## config.mk

```make
export PLATFORM = sky130hd
export DESIGN_NAME = flush_fifo
export DESIGN_NICKNAME = d
export VERILOG_FILES = /design/src/rtl/flush_fifo_pkg.sv /design/src/rtl/flush_fifo_reg.sv /design/src/rtl/flush_fifo.sv
export SDC_FILE = /design/constraint.sdc
export NUM_CORES = 1
export LEC_CHECK = 0
export ABC_AREA = 1
export CAP_MARGIN = 20
export CORE_AREA = 2 2 179 181
export DETAILED_ROUTE_END_ITERATION = 10
export DIE_AREA = 0 0 181 183
export GPL_TIMING_DRIVEN = 1
export PLACE_DENSITY = 0.71
export SYNTH_ARGS = -nofsm -noshare
export SYNTH_HDL_FRONTEND = slang
export SYNTH_HIERARCHICAL = 1
export SYNTH_SLANG_ARGS = --single-unit
export TNS_END_PERCENT = 5
```

## constraint.sdc

```tcl
create_clock -name clk -period 2.99 [get_ports clk]
set_input_delay 0.598 -clock clk [delete_from_list [all_inputs] [get_ports clk]]
set_output_delay 0.598 -clock clk [all_outputs]
set_load 0.01 [all_outputs]
```

## src/rtl/flush_fifo_pkg.sv

```systemverilog
// Shared helpers for the flush FIFO.
// Holds the width helper used for pointer and count sizing.
package flush_fifo_pkg;

  function automatic int clog2(input int n);
    int r;
    r = 0;
    for (int v = n - 1; v > 0; v = v >> 1) begin
      r++;
    end
    if (r == 0) r = 1;
    return r;
  endfunction

endpackage

```

## src/rtl/flush_fifo_reg.sv

```systemverilog
// Generic register with synchronous active-high clear and write enable.
// Used for FIFO entries, pointers and occupancy count.
module flush_fifo_reg #(
  parameter int WIDTH = 1
) (
  input  logic             clk,
  input  logic             rst,
  input  logic             we,
  input  logic [WIDTH-1:0] d,
  output logic [WIDTH-1:0] q
);

  always_ff @(posedge clk) begin
    if (rst) begin
      q <= '0;
    end else if (we) begin
      q <= d;
    end
  end

endmodule

```

## src/rtl/flush_fifo.sv

```systemverilog
// Synchronous FIFO with single-cycle flush and optional fall-through.
// Occupancy count register is the sole source of full/empty/almost-full.
module flush_fifo
  import flush_fifo_pkg::*;
#(
  parameter  int DATA_WIDTH   = 32,
  parameter  int FIFO_DEPTH   = 8,
  parameter  int AFULL_THRESH = FIFO_DEPTH - 1,
  parameter  int FALL_THROUGH = 0,
  localparam int ADDR_WIDTH   = clog2(FIFO_DEPTH),
  localparam int CNT_WIDTH    = clog2(FIFO_DEPTH + 1)
) (
  input  logic                  clk,
  input  logic                  rst,
  input  logic                  flush_i,
  input  logic                  valid_i,
  input  logic [DATA_WIDTH-1:0] data_i,
  output logic                  ready_o,
  output logic                  valid_o,
  output logic [DATA_WIDTH-1:0] data_o,
  input  logic                  ready_i,
  output logic [CNT_WIDTH-1:0]  count_o,
  output logic                  almost_full_o
);

  function automatic logic [ADDR_WIDTH-1:0] inc_wrap(
    input logic [ADDR_WIDTH-1:0] p
  );
    return (p == ADDR_WIDTH'(FIFO_DEPTH - 1)) ? '0 : p + 1'b1;
  endfunction

  logic [ADDR_WIDTH-1:0] wptr_q, wptr_d;
  logic [ADDR_WIDTH-1:0] rptr_q, rptr_d;
  logic [CNT_WIDTH-1:0]  cnt_q, cnt_d;
  logic [DATA_WIDTH-1:0] mem_q [FIFO_DEPTH];

  logic full, empty, bypass;
  logic enq, deq, bp_xfer, wr, rd;

  assign full    = (cnt_q == CNT_WIDTH'(FIFO_DEPTH));
  assign empty   = (cnt_q == '0);
  assign bypass  = (FALL_THROUGH != 0) && empty;

  assign ready_o = !full && !flush_i;
  assign valid_o = bypass ? (valid_i && !flush_i)
                          : (!empty && !flush_i);
  assign data_o  = bypass ? data_i : mem_q[rptr_q];

  assign enq     = ready_o && valid_i;
  assign deq     = ready_i && valid_o;
  // A bypassed word never touches storage.
  assign bp_xfer = bypass && enq && deq;
  assign wr      = enq && !bp_xfer;
  assign rd      = deq && !bp_xfer;

  assign count_o       = cnt_q;
  assign almost_full_o = (cnt_q >= CNT_WIDTH'(AFULL_THRESH));

  always_comb begin
    wptr_d = wptr_q;
    rptr_d = rptr_q;
    cnt_d  = cnt_q;
    if (flush_i) begin
      wptr_d = '0;
      rptr_d = '0;
      cnt_d  = '0;
    end else begin
      if (wr) wptr_d = inc_wrap(wptr_q);
      if (rd) rptr_d = inc_wrap(rptr_q);
      case ({wr, rd})
        2'b10:   cnt_d = cnt_q + 1'b1;
        2'b01:   cnt_d = cnt_q - 1'b1;
        default: cnt_d = cnt_q;
      endcase
    end
  end

  flush_fifo_reg #(.WIDTH(ADDR_WIDTH)) u_wptr (
    .clk(clk), .rst(rst), .we(1'b1), .d(wptr_d), .q(wptr_q)
  );

  flush_fifo_reg #(.WIDTH(ADDR_WIDTH)) u_rptr (
    .clk(clk), .rst(rst), .we(1'b1), .d(rptr_d), .q(rptr_q)
  );

  flush_fifo_reg #(.WIDTH(CNT_WIDTH)) u_cnt (
    .clk(clk), .rst(rst), .we(1'b1), .d(cnt_d), .q(cnt_q)
  );

  for (genvar i = 0; i < FIFO_DEPTH; i++) begin : g_ent
    logic ent_we;
    assign ent_we = wr && !flush_i &&
                    (wptr_q == ADDR_WIDTH'(i));
    flush_fifo_reg #(.WIDTH(DATA_WIDTH)) u_ent (
      .clk(clk),
      .rst(1'b0),
      .we(ent_we),
      .d(data_i),
      .q(mem_q[i])
    );
  end

endmodule

```

======== Yosys cells after proc, flatten, opt, wreduce, memory -nomap -nowiden ========
Index checks and enable logic that the tools add are counted.
word-level totals
  bits in latches ......................... 0
  memories ................................ 0
  bits in read-only memories .............. 0
  logic and storage cells ................. 55
  flip-flop bits (word level) ............. 266
  bits of input ports ..................... 37
  memory bits (writable) .................. 0
cells by class
  multipliers ............................. 0
  reductions and logical operators ........ 20
  shifts and indexed selects .............. 0
  muxes and demuxes ....................... 6
  divide/modulo/power cells ............... 0
  $lt $le $gt $ge ......................... 2
  bitwise logic cells ..................... 1
  add/sub/neg operators ................... 4
  eq/ne operators ......................... 11
operators by type and width
  cell                 count
  $bmux 32 s3          1
  $mux 32              2
  $eq 3x3->1 const B   5
  $logic_and 1x1->1    13
  $pmux 4 s2           1
  $add 3x1->3 const B  2
  $eq 3x2->1 const B   2
  $mux 3               2
  $add 4x1->4 const B  1
  $eq 4x4->1 const B   1
  $ge 4x3->1 const B   1
  $ge 4x4->1 const B   1
  $logic_not 4->1      1
  $not 3->4            1
  $sub 4x1->4 const B  1
  $eq 3x1->1 const B   1
  $logic_not 1->1      3
  $logic_not 3->1      1
  $eq 2x1->1 const B   1
  $eq 2x2->1 const B   1
  $reduce_bool 2->1    1
  $reduce_or 2->1      1

======== Longest topological paths before layout ========
  depth after elaboration ................. 6
  mapped depth ............................ 18

======== Hierarchy ========
The synthesis kept the hierarchy.
by module, submodules not included
  module                                area an instance (sq um)  cells each  instances
  flush_fifo_reg at g_ent[0].u_ent ...  1338.8                    203         8
  flush_fifo                            2743.9                    553         1
  flush_fifo_reg at u_rptr ...          120.1                     19          2
  flush_fifo_reg at u_cnt               172.7                     26          1

======== Worst setup path before layout ========
OpenSTA, ideal clock, no wires.
  kind .................................... input port to flip-flop
  from .................................... input port flush_i
  to ...................................... register u_cnt.q[2]
  cell stages on the path ................. 17
  buffers on the path ..................... 1
  data arrival time ....................... 2.203 ns
  required time ........................... 2.881 ns
  slack ................................... 0.679 ns
  cell sequence ........................... inv_1 > nand3_1 > buf_2 > ha_1 > nand2_1 > inv_1 > nor2_1 > ha_1 > a21oi_1 > a21oi_1 > o21ai_0 > nand2_1 > inv_1 > inv_1 > nand2_1 > nand2_1 > nor2_1
on the way
  word-level cells in the longest chain between the ends .. 5
  elaborated cells between the ends (all ways) .. 10
ends and longest elaborated chain
  what                                             line                                RTL
  start: declaration                               flush_fifo.sv:15                    input logic flush_i,
  $logic_not 1->1                                  flush_fifo.sv:44, flush_fifo.sv:46
  $logic_and 1x1->1, on equally long branches      flush_fifo.sv:46, flush_fifo.sv:44
  $logic_and 1x1->1, on equally long branches      flush_fifo.sv:50, flush_fifo.sv:49
  $eq 2x1->1 or $eq 2x2->1 (tied branches)         flush_fifo.sv:70                    case ({wr, rd})
  $pmux 4 s2 or $reduce_bool 2->1 (tied branches)  -
  end signal: assignment                           flush_fifo_reg.sv:15                q <= '0;
  end signal: assignment                           flush_fifo_reg.sv:17                q <= d;
  end: declaration                                 flush_fifo_reg.sv:10                output logic [WIDTH-1:0] q
Parallel ways exist; a longest one is shown, timed or not.
A chain may end at the register's enable or synchronous reset.

======== Final worst setup path ========
  from .................................... register u_rptr.q[0]
  to ...................................... output port data_o[26]
on the way
  word-level cells in the longest chain between the ends .. 4
ends and longest elaborated chain
  what                                         line                  RTL
  start: declaration                           flush_fifo_reg.sv:10
  start signal: assignment                     flush_fifo_reg.sv:15
  start signal: assignment                     flush_fifo_reg.sv:17
  $not 3->4 (not written as such)              flush_fifo.sv:47      assign data_o = bypass ? data_i : mem_q[rptr_q];
  $bmux 32 s3                                  flush_fifo.sv:47
  $mux 32 (not written as such) (2 in series)  flush_fifo.sv:47
  end: declaration                             flush_fifo.sv:20      output logic [DATA_WIDTH-1:0] data_o,
Every way passes these cells. The select of a mux whose other input is x is not followed.

==> reports/results.tsv <==
stage	metric	value	unit
clock_network	clk_latency	550	ps
setup_path	cp_slowest_cell	clkdlybuf4s50_1	
grt	antenna_found_initial	0	
synth	synth_area_leader_cell	dfxtp_1	
sta	fin_crit_sh	0.978	
clock_network	cts_buffers	30	
drt	vias_per_cell	4.76	
finish	final_area	15900	µm²
synth	synth-seq-cells	266	
power_and_ir_drop	ir_worst_vdd	0.404	mV
setup_path	crit_path_max_fanout	28	
synth	synth_compound_area_frac	0.0689	
synth	syn_inst	2241	
clock_network	clock_sink_count	266	
floorplan	core	31200	µm²
floorplan	die_height	183	µm
setup_path	path_depth	9	
synth	synth_area_leaders	dfxtp_1 38%, nor2_1 18%, nand2_1 17%	
sta	whs	466	ps
drt	postRouteAntennaNets	0	
run	max_cap_viol_count	0	
synth	synth_top_family_by_area	simple AND/OR/NAND/NOR gates	
finish	fin_util	0.509	
setup_path	critPathBufInv	3	
setup_path	critPathMaxStageDelay	540	ps
finish	final_nets	2327	
clock_network	cts_max_level	1	
synth	avgSynthCellArea	6.19	µm²
synth	synthSimpleGateAreaFrac	0.359	
worst_hold_path	hold_depth	2	
clock_network	clk_path_buf_depth	3	
placed_design	gp_congestion	0.793	
finish	multi_input_area	6530	µm²
placed_design	dp_hpwl	20200	µm
grt	grt_pass1_vias	11931	
drt	drt_iter0_markers	925	
setup_path	worstRegToRegCells	18	
synth	yosysTopAreaCellShare	0.384	
finish	antenna_cells	0	
sta	max_freq	342	MHz
finish	area_growth	14.7	%
setup_path	critPathLaunchType	flop	
synth	synthAdderAreaFrac	0.00993	
sta	setup_viol_count_final	0	
drt	drc	0	
placed_design	portBuffers	75	
synth	ys_seq_area_frac	0.384	
grt	grt_pass1_wl	60600	µm
drt	wire_per_inst	13.7	µm
setup_path	worst-setup-path-type	flop to output port	
setup_path	startpoint	u_rptr/q[0]$_SDFFE_PP0P_	
clock_network	cts_root_buffer	clkbuf_16	
drt	first_pass_iters	5	
worst_hold_path	hold_class	flop to flop	
sta	rsz0062_at_grt	true	
power_and_ir_drop	power_density	536	nW/µm²
finish	fill_cells	3097	
sta	finalHoldViolCount	0	
sta	skew	6.30	ps
synth	synth_mux_area_frac	0.0231	
floorplan	num_rows	65	
sta	tightestPinTransition	504	ps
worst_hold_path	hold_path.startpoint	g_ent[2].u_ent/q[6]$_SDFFE_PP0P_	
power_and_ir_drop	power	8.52	mW
drt	vias	12835	
sta	finalMaxSlewViolations	0	
sta	maxSlewHeadroom	0.664	
floorplan	die_area	33100	µm²
finish	seqCellArea	5330	µm²
synth	yosys_warnings	6	
setup_path	critPathRequiredTime	2390	ps
finish	drive_gt1_frac	0.0427	
grt	grt-ovfl-total	0	
outcome	status	complete, no violations	
synth	synth_xor_area_frac	0.000632	
clock_network	tritoncts	yes	
sta	min_period	2920	ps
drt	wirelength	36900	µm
setup_path	r2r-start	u_cnt/q[0]$_SDFFE_PP0P_	
floorplan	io_pins	76	
floorplan	initial_core_util	0.444	
grt	grt_usage	0.222	
setup_path	cp_data_arrival_time	2320	ps
setup_path	path_cells	buf_6 -> buf_16 -> nor2_1 -> nor2_1 -> o21ai_0 -> o21ai_0 -> nand2_1 -> nand2_1 -> clkdlybuf4s50_1	
synth	yosysUniqueCellTypes	26	
placed_design	place_area	14600	µm²
floorplan	die_w	181	µm
setup_path	critical-path-top-delay-family	buffers and inverters	
power_and_ir_drop	power_leakage	8.03	nW
setup_path	worstSetupEndpointType	output port	
grt	grt_max_degree	65	
synth	syn-cell-area	13900	µm²
clock_network	clk_pin_slew	60	ps
-- final cells by class --
type                    instances  area share
multi-input cells            1570       0.411
flip-flops and latches        266       0.335
repair buffers                114      0.0893
inverters                     297      0.0702
clock buffers                  43      0.0580
well taps                     402      0.0316
clock inverters                 6     0.00519
-- path summary, 6_finish.rpt --
kind              slack [ps]                          endpoint
hold reg to reg          470  g_ent[2].u_ent/q[6]$_SDFFE_PP0P_
setup reg to reg         700           u_cnt/q[2]$_SDFFE_PP0P_
setup / recovery          70                        data_o[26]
hold / removal           470  g_ent[2].u_ent/q[6]$_SDFFE_PP0P_
-- power breakdown --
group,leakage [nW],total [mW],switching (mW),internal (mW)
registers,2.15,3.68,0.0530,3.63
clock network,0.496,3.74,1.46,2.28
logic,5.38,1.10,0.666,0.435
total,8.03,8.52,2.18,6.34
-- worst register-to-register path, cell delays in order (launching register included) --
cell	delay [ps]
dfxtp_1	380
nor2_1	250
nand3_1	100
nand3_1	100
inv_1	80
ha_1	250
nand2_1	100
inv_1	50
nor2_1	130
ha_1	170
a21oi_1	50
a21oi_1	160
o21ai_0	110
nand2_1	70
inv_1	30
inv_1	40
nand2_1	40
nand2_1	50
nor2_1	30
-- placed cells by master (no fill, tap or decap), types with 2 or more instances in the layout --
master	instances
nor2_1	670
nand2_1	637
inv_1	295
dfxtp_1	264
o21ai_0	113
clkdlybuf4s50_1	50
mux2i_1	32
o22ai_1	32
clkbuf_16	32
dlymetal6s2s_1	25
o21ai_1	24
conb_1	21
buf_4	19
ha_1	11
a21oi_1	10
buf_12	9
clkbuf_8	8
nand3_1	7
nor3_2	6
buf_16	6
clkinv_2	3
clkbuf_1	3
bufbuf_16	3
a31oi_1	2
nor2_4	2
bufinv_16	2
buf_6	2
dfxtp_4	2
-- flip-flops by register name (all words and copies together), names as in the netlist --
register       cells
g_ent.u_ent/q    256
u_cnt/q            4
u_wptr/q           3
u_rptr/q           3
-- metal layers --
layer	wire length, µm	track usage	part of all wire	up-vias
li1	-	-	-	6676
met1	16500	0.280	0.45	5771
met2	17500	0.399	0.47	328
met3	2050	0.0262	0.055	60
met4	838	0.0624	0.023	0
met5	0	0	0	-
-- repair_timing --
| action | in CTS | in global routing |
|---|---|---|
| buffers inserted | 5 | 0 |
| endpoints found under the hold margin | 0 | 0 |
| setup endpoints to repair | 28 | 32 |
| gates cloned | 5 | 0 |
| gates resized for setup | 6 | 30 |
| hold buffers | 0 | 0 |
-- stage by stage --
step / worst slack [ps] / std cells / TNS, ps
floorplan: 679 / 2260 / 0
global placement: 299 / 2639 / 0
detailed placement: 298 / 2639 / 0
CTS: -2.66 / 2698 / -4.55
global route: -63.1 / 2698 / -77.1
finish: 67.0 / 2698 / 0
-- cell families after synthesis --
| family | after synthesis |
|---|---|
| AO/OA/AOI/OAI | 182 |
| XOR/XNOR | 1 |
| adder cells (fa/ha/maj) | 11 |
| buffers and inverters | 424 |
| flip-flops | 266 |
| multiplexers | 32 |
| other | 2 |
| AND/OR/NAND/NOR | 1323 |
-- Yosys cell counts --
cell      number
a211oi_1       1
inv_1        295
a21oi_1       10
clkbuf_1      19
buf_2         36
mux2i_1       32
a31oi_1        2
o22ai_1       32
conb_1         2
buf_12         1
buf_6         59
dfxtp_1      266
nor2_1       672
buf_1          3
buf_8          1
nand2_1      637
buf_4          4
o21ai_1       23
o21ai_0      114
ha_1          11
nand3_1        7
nor2_2         1
clkbuf_2       4
xor2_1         1
inv_2          2
nor3_1         6
(Power assumes the default switching activity.)
